$ cat src/rtl/ahb_master_port.sv
// ahb_master_port
//   Master-side AHB-Lite port paired with the bus arbiter. Accepts one
//   read/write command from a local client, requests the bus with a 2-bit
//   slave select, waits for the grant, runs a single NONSEQ transfer
//   (address phase then data phase) and returns read data / error status.
//   hreq stays high through the data phase because the arbiter releases the
//   grant only after it observes the completing hready.
//
// Ports
//   hclk, hresetn           clock, asynchronous active-low reset
//   cmd_valid/cmd_ready     client command handshake (ready only in IDLE)
//   cmd_write/sel/addr/wdata command fields, latched on acceptance
//   rsp_valid               one-cycle completion pulse
//   rsp_rdata               read data (0 for writes/timeouts), held to next rsp
//   rsp_err, rsp_timeout    slave ERROR or grant timeout; timeout flag
//   hreq, sel, hgrant       arbiter request / slave select / grant
//   haddr, hwrite, htrans, hwdata, hrdata, hready, hresp  AHB-Lite signals
module ahb_master_port #(
    parameter int ADDR_W        = 32,
    parameter int DATA_W        = 32,
    parameter int GRANT_TIMEOUT = 16
) (
    input  logic              hclk,
    input  logic              hresetn,
    input  logic              cmd_valid,
    output logic              cmd_ready,
    input  logic              cmd_write,
    input  logic [1:0]        cmd_sel,
    input  logic [ADDR_W-1:0] cmd_addr,
    input  logic [DATA_W-1:0] cmd_wdata,
    output logic              rsp_valid,
    output logic [DATA_W-1:0] rsp_rdata,
    output logic              rsp_err,
    output logic              rsp_timeout,
    output logic              hreq,
    output logic [1:0]        sel,
    input  logic              hgrant,
    output logic [ADDR_W-1:0] haddr,
    output logic              hwrite,
    output logic [1:0]        htrans,
    output logic [DATA_W-1:0] hwdata,
    input  logic [DATA_W-1:0] hrdata,
    input  logic              hready,
    input  logic              hresp
);

    localparam int CNT_W = (GRANT_TIMEOUT > 2) ? $clog2(GRANT_TIMEOUT) : 1;
    localparam logic [CNT_W-1:0] CNT_LIM = CNT_W'(GRANT_TIMEOUT - 1);
    localparam logic [1:0] HTRANS_IDLE   = 2'b00;
    localparam logic [1:0] HTRANS_NONSEQ = 2'b10;

    typedef enum logic [1:0] {S_IDLE, S_REQ, S_ADDR, S_DATA} state_t;

    typedef struct packed {
        logic              write;
        logic [1:0]        sel;
        logic [ADDR_W-1:0] addr;
        logic [DATA_W-1:0] wdata;
    } cmd_t;

    state_t            state, state_nxt;
    logic [CNT_W-1:0]  cnt, cnt_nxt;
    cmd_t              cmd_q;
    logic              cmd_ld;
    logic              rsp_valid_nxt, rsp_err_nxt, rsp_tmo_nxt;
    logic [DATA_W-1:0] rsp_rdata_nxt;

    always_ff @(posedge hclk or negedge hresetn) begin
        if (!hresetn) begin
            state       <= S_IDLE;
            cnt         <= '0;
            cmd_q       <= '0;
            rsp_valid   <= 1'b0;
            rsp_err     <= 1'b0;
            rsp_timeout <= 1'b0;
            rsp_rdata   <= '0;
        end else begin
            state       <= state_nxt;
            cnt         <= cnt_nxt;
            rsp_valid   <= rsp_valid_nxt;
            rsp_err     <= rsp_err_nxt;
            rsp_timeout <= rsp_tmo_nxt;
            rsp_rdata   <= rsp_rdata_nxt;
            if (cmd_ld) begin
                cmd_q <= '{write: cmd_write, sel: cmd_sel,
                           addr: cmd_addr, wdata: cmd_wdata};
            end
        end
    end

    always_comb begin
        state_nxt     = state;
        cnt_nxt       = cnt;
        cmd_ld        = 1'b0;
        rsp_valid_nxt = 1'b0;
        rsp_err_nxt   = 1'b0;
        rsp_tmo_nxt   = 1'b0;
        rsp_rdata_nxt = rsp_rdata;
        case (state)
            S_IDLE: begin
                cnt_nxt = '0;
                if (cmd_valid) begin
                    cmd_ld    = 1'b1;
                    state_nxt = S_REQ;
                end
            end
            S_REQ: begin
                if (hgrant) begin
                    state_nxt = S_ADDR;
                    cnt_nxt   = '0;
                end else if (cnt == CNT_LIM) begin
                    // Give up on the arbiter; report as an error with no data.
                    state_nxt     = S_IDLE;
                    cnt_nxt       = '0;
                    rsp_valid_nxt = 1'b1;
                    rsp_err_nxt   = 1'b1;
                    rsp_tmo_nxt   = 1'b1;
                    rsp_rdata_nxt = '0;
                end else begin
                    cnt_nxt = cnt + CNT_W'(1);
                end
            end
            S_ADDR: begin
                // Losing the grant before the address is taken aborts the
                // phase; the request restarts with a fresh timeout window.
                if (!hgrant) begin
                    state_nxt = S_REQ;
                    cnt_nxt   = '0;
                end else if (hready) begin
                    state_nxt = S_DATA;
                end
            end
            S_DATA: begin
                if (hready) begin
                    state_nxt     = S_IDLE;
                    rsp_valid_nxt = 1'b1;
                    rsp_err_nxt   = hresp;
                    rsp_rdata_nxt = cmd_q.write ? '0 : hrdata;
                end
            end
            default: state_nxt = S_IDLE;
        endcase
    end

    // Bus-side outputs decode only from registered state and command.
    assign cmd_ready = (state == S_IDLE);
    assign hreq      = (state != S_IDLE);
    assign sel       = hreq ? cmd_q.sel : 2'b00;
    assign htrans    = (state == S_ADDR) ? HTRANS_NONSEQ : HTRANS_IDLE;
    assign haddr     = (state == S_ADDR) ? cmd_q.addr : '0;
    assign hwrite    = (state == S_ADDR) & cmd_q.write;
    assign hwdata    = ((state == S_DATA) && cmd_q.write) ? cmd_q.wdata : '0;

endmodule

$ cat config.mk
export PLATFORM = sky130hd
export DESIGN_NAME = ahb_master_port
export DESIGN_NICKNAME = d
export VERILOG_FILES = /design/src/rtl/ahb_master_port.sv
export SDC_FILE = /design/constraint.sdc
export NUM_CORES = 1
export LEC_CHECK = 0
export ABC_CLOCK_PERIOD_IN_PS = 3500
export BUFFER_PORTS_ARGS = -buffer_cell sky130_fd_sc_hd__buf_2
export CAP_MARGIN = 20
export CORE_MARGIN = 3
export CORE_UTILIZATION = 51
export CTS_CLUSTER_DIAMETER = 60
export DETAILED_ROUTE_END_ITERATION = 16
export GPL_TIMING_DRIVEN = 0
export PLACE_DENSITY = 0.91
export REMOVE_ABC_BUFFERS = 1
export SLEW_MARGIN = 25
export SYNTH_ARGS = -nofsm -noshare
export SYNTH_HDL_FRONTEND = slang
export SYNTH_SLANG_ARGS = --single-unit
$ cat constraint.sdc
create_clock -name hclk -period 3.5 [get_ports hclk]
set_input_delay 0.525 -clock hclk [delete_from_list [all_inputs] [get_ports hclk]]
set_output_delay 0.525 -clock hclk [all_outputs]
set_load 0.05 [all_outputs]
==> metrics.md, run 1 <==
| Metric | Value |
|---|---|
| Port bufs | 209 |
| Pleak | 3.113 nW |
| Resize count post-CTS | 0 |
| Gr usage total | 21.00% |
| Synthesized flop and latch total | 108 |
| FILL cells | 661 |
| Die width | 103.6 um |
| Largest net degree at the start of global routing | 59 |
| I/O pin cnt | 211 |
| # diodes | 0 |
| Root buf cell | clkbuf_8 |
| Setup violations, final | 0 |
| Clock Skews | 0.01603 ns |
| Status | complete, no violations |
| Reg-to-reg startpoint | state[0] |
| Clk_lat worst skew | 0.35 ns |
| Peak supply drop | 559.1 uV |
| DIE AREA | 10730 sq um |
| Starting Density | 54.11% |
| Pre-CTS setup slack | 1.154 ns |
| Yosys top cell area share | 55.64% |
| Min cycle time layout | 2.699 ns |
| DP HPWL | 8486 um |
| Post-Synthesis Cells | 399 |
| Cts hold-fix bufs | 0 |
| Hold Fails Final Rpt | 0 |
| Flop2flop setup slack | 1.27 ns |
| CTS tree | built |
| CP max FO | 19 |
| Final wirelength | 11120 um |
| 1st-iter DRT viols | 104 |
| Max-Cap Viols | 0 |
| Sink Count | 108 |
| DRT Pass-1 Iters | 4 |
| H-tree depth | 3 |
| Via/cell ratio | 4.877 |
| RD Place Congestion | 0.7873 |
| Critical path origin | state[1] |
| RSZ-0062 raised after global routing | false |
| Share of cells above drive strength 1 | 49.50% |
| Relative slew margins | 50.37% |
| Cell accounting for the most synthesized area | dfrtp_1 |
| CP Capture Type | primary output |
| Die height | 103.6 um |
| GRT overflow | 0 |
| Setup CP Type | reg -> out |
| Worst-margin pin slew | 0.7416 ns |
| Netlist cell types | 28 |
| Fmax | 370.6 MHz |
| Antenna viol nets, final | 0 |
| First-pass GRT wire length | 18400 um |
| Top cells by area, synth | dfrtp_1 56%, mux2_2 16%, and2_1 8.5% |
| Setup slack after layout | 0.8013 ns |
| CP Data Arrival Time | 2.17 ns |
| Vias | 3560 |
| Layout Cells excl Fill | 730 |
| Min-Delay Path Class | in -> async |
| # nets final | 705 |
| WL per Instance | 15.24 um |
| Vias in the first global route | 3888 |
| Sequential area share after synthesis | 55.64% |
| Final cycle utilization of the critical path | 77.11% |
| Clk buf depth | 2 |
| Post-route DRC | 0 |
| CORE AREA | 8976 sq um |
| Type of origin of the critical path | flip-flop |
| Initial antenna violation count | 0 |
| Cells after DPL | 714 |
| Cts bufs inserted | 9 |
| Row Count | 34 |
| Area delta synth->final | 26.53% |
| Worst Hold Slack | 0.1108 ns |
| Yosys warns | 0 |
| Clk slew on worst S/H paths | 0.11 ns |
| P per Cell Area | 928.9 nW/um^2 |
| Avg Inst Size Synth | 12.17 sq um |
| Slew Limit Fails | 0 |
| Setup repair bufs after CTS | 0 |
| Data required, critical path | 2.97 ns |
| Post-Synthesis Cell Area | 4857 sq um |
==> where the power goes <==
| group | internal, W | switching [W] |
|---|---|---|
| combinational | 0.000947 | 0.00196 |
| clock | 0.000280 | 0.000406 |
| sequential | 0.00182 | 0.000296 |
| total | 0.00305 | 0.00266 |
==> state kept, by name, summed over array words and instances (netlist names) <==
| signal | count |
|---|---|
| cmd_q | 67 |
| rsp_rdata | 32 |
| cnt | 4 |
| state | 2 |
| rsp_err | 1 |
| rsp_timeout | 1 |
| rsp_valid | 1 |
==> layer usage <==
metal  routed length, um  global-route usage (%)  up-vias
met4                 257                   8.262        0
met1                4424                   24.58     1718
met2                5639                   36.50      134
met5                   0                       0        -
li1                    -                       -     1681
met3                 801                   6.095       27
==> critical path, stage by stage, from the launching register on <==
cell and delay (ns):
dfrtp_1 0.52, nor2b_2 0.62, buf_6 0.25, and2_1 0.15, buf_2 0.26
==> layout make-up <==
type,instances,area [sq um],area share (%)
clock buffer,13,148.9,2.423
tap,126,157.7,2.565
sequential,108,2703,43.97
inverter,35,131.4,2.138
multi-input combinational,232,1837,29.89
timing repair buffer,213,1146,18.65
clock inverter,3,22.52,0.3664
==> cells by family after synthesis <==
group,after synthesis,synth area share [%]
and+or+nand+nor,118,13.32
DFF,108,55.64
muxes,99,22.13
buffers and inverters,59,6.646
AOI/OAI and AO/OA,12,1.752
adders and majority gates,1,0.2576
other,1,0.07721
xor gates and xnor gates,1,0.1804
==> worst paths after layout <==
path                                 end  depth (start not counted)
max                            haddr[23]                          4
min in group hclk          rsp_rdata[17]                          3
min                            cmd_q[62]                          1
max in group asynchronous      cmd_q[28]                          2
min reg2reg                    cmd_q[19]                          1
max reg2reg                rsp_rdata[25]                          4
==> cell usage in the layout (no fill, tap or decap), types with 3 or more instances in the layout <==
cell,count
buf_2,208
dfrtp_1,108
mux2_2,67
and2_1,65
nand2_1,38
inv_1,35
mux2i_1,32
clkbuf_8,10
o21ai_0,6
nor2b_1,3
nand3_1,3
clkbuf_1,3
clkinvlp_4,3
buf_16,3
==> through the flow <==
stage | total power, W | setup TNS [ns] | utilization [%] | area (sq um)
after floorplan | 0.004303 | 0 | - | 4666
after global placement | 0.004920 | -7.339 | 65.39 | 5869
after detailed placement | 0.005073 | 0 | 66.56 | 5974
after CTS | 0.005757 | 0 | 68.47 | 6146
after global routing | 0.006040 | 0 | 68.47 | 6146
final | 0.005709 | 0 | 68.47 | 6146
==> Yosys cell counts (all sizes together) <==
master and number:
dfrtp 108, mux2 67, and2 66, nand2 38
inv 35, mux2i 32, buf 14, clkbuf 10
o21ai 7, nor2b 4, nand3 3, nor2 2
nor3b 2, a22o 1, a32oi 1, and3 1
and3b 1, conb 1, ha 1, o211ai 1
o21a 1, o22ai 1, or3b 1, xor2 1
(Power assumes the default switching activity.)
==> inputs of run 2 (changes only) <==
- ABC_CLOCK_PERIOD_IN_PS: 3500 -> 2700
- CORE_UTILIZATION: 51 -> 48
- PLACE_DENSITY: 0.91 -> 0.87
- clock period: 3.5 -> 2.7 ns (I/O delays scaled with it)
==> run 2 against run 1 <==
Compared with the run above:
- first-iteration DRC count is 26% higher
- final area rose by 1.1%
- clock skew is 0.0054 ns lower
- critical endpoint is now hwdata[8]
- largest power group unchanged
==> metrics.md, run 2 (same netlist as run 1, synthesis figures left out) <==
| Metric | Value |
|---|---|
| Gr usage total | 18.43% (was 21.00%) |
| Initial antenna violation count | 0 (unchanged) |
| Final cycle utilization of the critical path | 87.90% |
| DP HPWL | 8109 um (was 8486 um) |
| Starting Density | 49.46% (was 54.11%) |
| CP max stage delay | 0.56 ns (was 0.62 ns) |
| Crit-path slowest cell | dfrtp_1 (was nor2b_2) |
| # nets final | 707 (was 705) |
| CP max FO | 32 (was 19) |
| Slew Limit Fails | 0 (unchanged) |
| Row Count | 36 (was 34) |
| Sink Count | 108 (unchanged) |
| Largest net degree at the start of global routing | 67 (was 59) |
| First-pass GRT wire length | 16820 um (was 18400 um) |
| Vias in the first global route | 3527 (was 3888) |
| Worst Hold Slack | 0.2722 ns (was 0.1108 ns) |
| FILL cells | 793 (was 661) |
| Post-route DRC | 0 (unchanged) |
| Clk slew on worst S/H paths | 0.10 ns (was 0.11 ns) |
| CP Capture Type | primary output (unchanged) |
| Type of origin of the critical path | flip-flop (unchanged) |
| CORE AREA | 9819 sq um (was 8976 sq um) |
| Setup violations, final | 0 (unchanged) |
| DP Area | 5998 sq um (was 5974 sq um) |
| Final Cell Area | 6215 sq um (was 6146 sq um) |
| CTS tree | built (unchanged) |
| Root buf cell | clkbuf_8 (unchanged) |
| Critical path cell sequence | and3_2, and2_1, buf_2 (was nor2b_2, buf_6, and2_1, buf_2) |
| DRT Pass-1 Iters | 4 (unchanged) |
| Cts bufs inserted | 9 (unchanged) |
| P per Cell Area | 1213 nW/um^2 (was 928.9 nW/um^2) |
| Max-Cap Viols | 0 (unchanged) |
| I/O pin cnt | 211 (unchanged) |
| Min cycle time layout | 2.373 ns |
| Largest Register | cmd_q (unchanged) |
| DIE AREA | 11360 sq um (was 10730 sq um) |
| RSZ-0062 raised after global routing | false (unchanged) |
| Share of cells above drive strength 1 | 49.59% (was 49.50%) |
| Clock Skews | 0.01060 ns (was 0.01603 ns) |
| Resize count post-CTS | 0 (unchanged) |
| H-tree depth | 3 (unchanged) |
| Worst-margin pin slew | 0.5556 ns (was 0.7416 ns) |
| Antenna viol nets, final | 0 (unchanged) |
| Pleak | 3.144 nW (was 3.113 nW) |
| Final wirelength | 10750 um (was 11120 um) |
| Area delta synth->final | 27.95% (was 26.53%) |
| Status | complete, no violations (unchanged) |
| Setup CP Type | reg -> out (unchanged) |
| Vias | 3498 (was 3560) |
| Min-Delay Path Class | in -> reg (was in -> async) |
| Hold Fails Final Rpt | 0 (unchanged) |
| Clk buf depth | 2 (unchanged) |
| GRT overflow | 0 (unchanged) |
| 1st-iter DRT viols | 131 (was 104) |
| Port bufs | 209 (unchanged) |
| Regs by FF count | cmd_q: 67 flops, rsp_rdata: 32 flops, cnt: 4 flops (unchanged) |
| Die width | 106.6 um (was 103.6 um) |
| CP Data Arrival Time | 1.97 ns (was 2.17 ns) |
| Max reg flops | 67 (unchanged) |
| Clk_lat worst skew | 0.36 ns (was 0.35 ns) |
| Via/cell ratio | 4.740 (was 4.877) |
| Fmax | 421.4 MHz |
| Peak supply drop | 656.1 uV (was 559.1 uV) |
| Most frequent cells in the layout | 208 x buf_2, 108 x dfrtp_1, 67 x mux2_2, 65 x and2_1, 38 x nand2_1 (unchanged) |
| # diodes | 0 (unchanged) |
| Die height | 106.6 um (was 103.6 um) |
| Relative slew margins | 62.96% (was 50.37%) |
| RD Place Congestion | 0.7547 (was 0.7873) |
| Data required, critical path | 2.30 ns (was 2.97 ns) |
| Commonest non-fill, non-tap cell in the layout | buf_2 (unchanged) |
| WL per Instance | 14.57 um (was 15.24 um) |
run 2: worst max-delay path, delay by kind of cell, from the launching register on:
family                 cells  cell delay, ns
buffers and inverters      1            0.28
and+or+nand+nor            2            0.77
DFF                        1            0.56
run 2: power breakdown:
part | total, W | switching [W] | internal, W
registers | 0.00273 | 0.000377 | 0.00236
clock network | 0.00104 | 0.000518 | 0.000519
logic | 0.00377 | 0.00253 | 0.00124
total | 0.00754 | 0.00343 | 0.00411
run 2: routing by layer:
metal  global-route usage (%)  wire length, um  vias up
met5                        0                0        -
met4                    5.662              150        0
met3                    4.154              828       11
met2                    33.05             5404      144
met1                    22.06             4368     1664
li1                         -                -     1679
run 2: path summary, 6_finish.rpt:
path / startpoint / depth (start not counted) / endpoint / slack [ns]
setup reg to reg: state[0] / 5 / rsp_rdata[30] / 0.66
hold / removal: cmd_wdata[20] / 2 / cmd_q[20] / 0.27
setup / recovery: state[0] / 3 / hwdata[8] / 0.33
min in group asynchronous: hresetn / 2 / rsp_rdata[2] / 0.53
max in group asynchronous: hresetn / 3 / cmd_q[24] / 1.52
hold reg to reg: cmd_q[16] / 1 / cmd_q[16] / 0.50
run 2: through the flow:
stage	utilization (%)	setup TNS (ns)	std cells	total power, W	setup WS (ns)
6_report	63.29	0	738	0.007538	0.3268
5_1_grt	63.29	0	738	0.007954	0.1605
4_1_cts	63.29	0	738	0.007617	0.2832
3_5_place_dp	61.09	0	722	0.006570	0.6633
3_3_place_gp	59.86	-54.16	717	0.006367	-0.7822
2_1_floorplan	-	-59.32	375	0.005578	-0.7992
run 2: cell type report:
cell class                 instances  area [sq um]  share of cell area (%)
sequential                       108          2703                   43.49
multi-input combinational        232          1837                   29.56
timing repair buffer             215          1171                   18.84
tap                              133         166.4                   2.678
clock buffer                      11         131.4                   2.114
inverter                          35         131.4                   2.114
clock inverter                     4         75.07                   1.208
run 2: timing repair:
action | CTS | global route
hold endpoints to repair | 42 | 0
hold buffers | 1 | 0
setup buffers | 0 | 0
==> inputs of run 3 (changes only) <==
- PLACE_DENSITY: 0.87 -> 0.86
==> run 3 against run 2 <==
Compared with the run above:
- sequential share of layout area shrank 0.24 points
- global-route usage is essentially flat
- maximum frequency shrank 4.5%
- sequential cell count is the same
- non-clock buffer count is the same
- clock skew shrank 0.00087 ns
- critical path type unchanged
- critical endpoint is now haddr[11]
==> metrics.md, run 3 (same netlist as run 1, synthesis figures left out) <==
| Metric | Value |
|---|---|
| Peak supply drop | 702.5 uV (was 656.1 uV) |
| Worst R2R End | cmd_q[7] (was rsp_rdata[30]) |
| Clk buf depth | 2 (unchanged) |
| WHS Path Cells | 2 (unchanged) |
| Most frequent cells in the layout | 208 x buf_2, 108 x dfrtp_1, 67 x mux2_2, 65 x and2_1, 38 x nand2_1 (unchanged) |
| Min-Delay Path Class | in -> reg (unchanged) |
| Sink Count | 108 (unchanged) |
| Area delta synth->final | 28.64% (was 27.95%) |
| DP HPWL | 7924 um (was 8109 um) |
| Worst-margin pin slew | 0.5591 ns (was 0.5556 ns) |
| WL per Instance | 14.20 um (was 14.57 um) |
| Internal Power | 0.004153 W (was 0.004112 W) |
| Largest net degree at the start of global routing | 62 (was 67) |
| CTS tree | built (unchanged) |
| Cts bufs inserted | 9 (unchanged) |
| Final wirelength | 10500 um (was 10750 um) |
| Pleak | 3.166 nW (was 3.144 nW) |
| Hold Fails Final Rpt | 0 (unchanged) |
| Flop pwr share | 36.1% (was 36.3%) |
| Root buf cell | clkbuf_8 (unchanged) |
| Resize count post-CTS | 0 (unchanged) |
| Max-Cap Viols | 0 (unchanged) |
| Worst Hold Slack | 0.2681 ns (was 0.2722 ns) |
| CP max FO | 21 (was 32) |
| Setup repair bufs after CTS | 0 (unchanged) |
| Reg2Reg Depth | 4 (was 5) |
| Setup CP Type | reg -> out (unchanged) |
| WHS Endpoint | cmd_q[58] (was cmd_q[20]) |
| 1st-iter DRT viols | 138 (was 131) |
| DIE AREA | 11360 sq um (unchanged) |
| Final Cell Area | 6248 sq um (was 6215 sq um) |
| Cts hold-fix bufs | 1 (unchanged) |
| GRT overflow | 0 (unchanged) |
| Clk pwr share | 14.3% (was 13.8%) |
| CORE AREA | 9819 sq um (unchanged) |
| Reg-to-reg startpoint | state[0] (unchanged) |
| Post-route DRC | 0 (unchanged) |
| Min cycle time layout | 2.486 ns (was 2.373 ns) |
| Clk slew on worst S/H paths | 0.11 ns (was 0.10 ns) |
| Net switching power | 0.003430 W (was 0.003425 W) |
| Switching share of total power | 45.24% (was 45.44%) |
| Combinational Power Share | 49.6% (was 50.0%) |
| # nets final | 707 (unchanged) |
| Relative slew margins | 62.56% (was 62.96%) |
| Data required, critical path | 2.30 ns (about the same) |
| CP Capture Type | primary output (unchanged) |
| Commonest non-fill, non-tap cell in the layout | buf_2 (unchanged) |
| Vias in the first global route | 3652 (was 3527) |
| Clock Skews | 0.009732 ns (was 0.01060 ns) |
| FILL cells | 761 (was 793) |
| Pre-CTS setup slack | 0.6203 ns (was 0.6633 ns) |
| First-pass GRT wire length | 16990 um (was 16820 um) |
| Share of cells above drive strength 1 | 50.00% (was 49.59%) |
| Type of origin of the critical path | flip-flop (unchanged) |
| Gr usage total | 18.45% (was 18.43%) |
| Setup violations, final | 0 (unchanged) |
| P per Cell Area | 1214 nW/um^2 (was 1213 nW/um^2) |
| Setup slack after layout | 0.2144 ns (was 0.3268 ns) |
| Antenna viol nets, final | 0 (unchanged) |
| Die height | 106.6 um (unchanged) |
| H-tree depth | 3 (unchanged) |
| Port bufs | 209 (unchanged) |
| CP Data Arrival Time | 2.08 ns (was 1.97 ns) |
| Die width | 106.6 um (unchanged) |
| I/O pin cnt | 211 (unchanged) |
| RD Place Congestion | 0.7496 (was 0.7547) |
| HP Start | cmd_addr[26] (was cmd_wdata[20]) |
| Flop2flop setup slack | 0.72 ns (was 0.66 ns) |
| Via/cell ratio | 4.740 (about the same) |
| Final cycle utilization of the critical path | 92.06% (was 87.90%) |
| Slew Limit Fails | 0 (unchanged) |
| DRT Pass-1 Iters | 6 (was 4) |
| DP Area | 6015 sq um (was 5998 sq um) |
| RSZ-0062 raised after global routing | false (unchanged) |
| Fmax | 402.3 MHz (was 421.4 MHz) |
| Row Count | 36 (unchanged) |
| Status | complete, no violations (unchanged) |
| # diodes | 0 (unchanged) |
| Clk_lat worst skew | 0.36 ns (about the same) |
| Max reg flops | 67 (unchanged) |
| Total power | 0.007583 W (was 0.007538 W) |
| Largest Register | cmd_q (unchanged) |
| Regs by FF count | cmd_q: 67 flops, rsp_rdata: 32 flops, cnt: 4 flops (unchanged) |
| Initial antenna violation count | 0 (unchanged) |
| Starting Density | 49.46% (unchanged) |
| Vias | 3503 (was 3498) |
==> run 3: changes by cell type in the layout (fill, tap and decap cells not counted), sizes merged <==
cell      delta
clkinvlp     -1
clkinv       +2
clkbuf       -1
inv          +1
==> run 3: area by class of cell <==
cell class	instances	area (sq um)	share of cell area [%]
clock inverter	6	86.33	1.382
inverter	35	131.4	2.103
clock buffer	10	137.6	2.203
sequential	108	2703	43.25
tap	133	166.4	2.663
multi-input combinational	232	1837	29.40
timing repair buffer	215	1187	19.00
==> run 3: worst max path at each step <==
stage          slack (ns)   endpoint     start
3_5_place_dp         0.62  haddr[11]  state[1]
6_report             0.21  haddr[11]  state[1]
5_1_grt              0.06     hwrite  state[1]
3_3_place_gp        -0.88   cmd_q[8]  state[0]
4_1_cts              0.20  haddr[11]  state[1]
2_1_floorplan       -0.80   cmd_q[0]  state[0]
==> run 3: worst max-delay path: stages (launching register included) <==
cell and delay, ns:
dfrtp_1 0.54, nor2b_2 0.56, buf_8 0.22, and2_1 0.15, buf_2 0.26
==> run 3: stage by stage <==
stage,utilization [%],TNS [ns],std cells
CTS,63.63,0,739
global route,63.63,0,739
detailed placement,61.25,0,722
floorplan,-,-59.32,375
global placement,59.86,-61.10,717
finish,63.63,0,739
==> run 3: power by group through the flow <==
stage / clock [W] / sequential [W] / combinational (W)
after floorplan: 0 / 0.00339 / 0.00219
after global placement: 0 / 0.00271 / 0.00365
after detailed placement: 0 / 0.00277 / 0.00380
after CTS: 0.00112 / 0.00274 / 0.00380
after global routing: 0.00117 / 0.00285 / 0.00398
final: 0.00109 / 0.00274 / 0.00376
==> run 3: per-layer routing <==
layer  wire (um)  global-route usage [%]  vias to the layer above
li1            -                       -                     1685
met3         798                   3.974                       13
met4         140                   6.119                        0
met1        4286                   22.59                     1663
met5           0                       0                        -
met2        5270                   32.42                      142
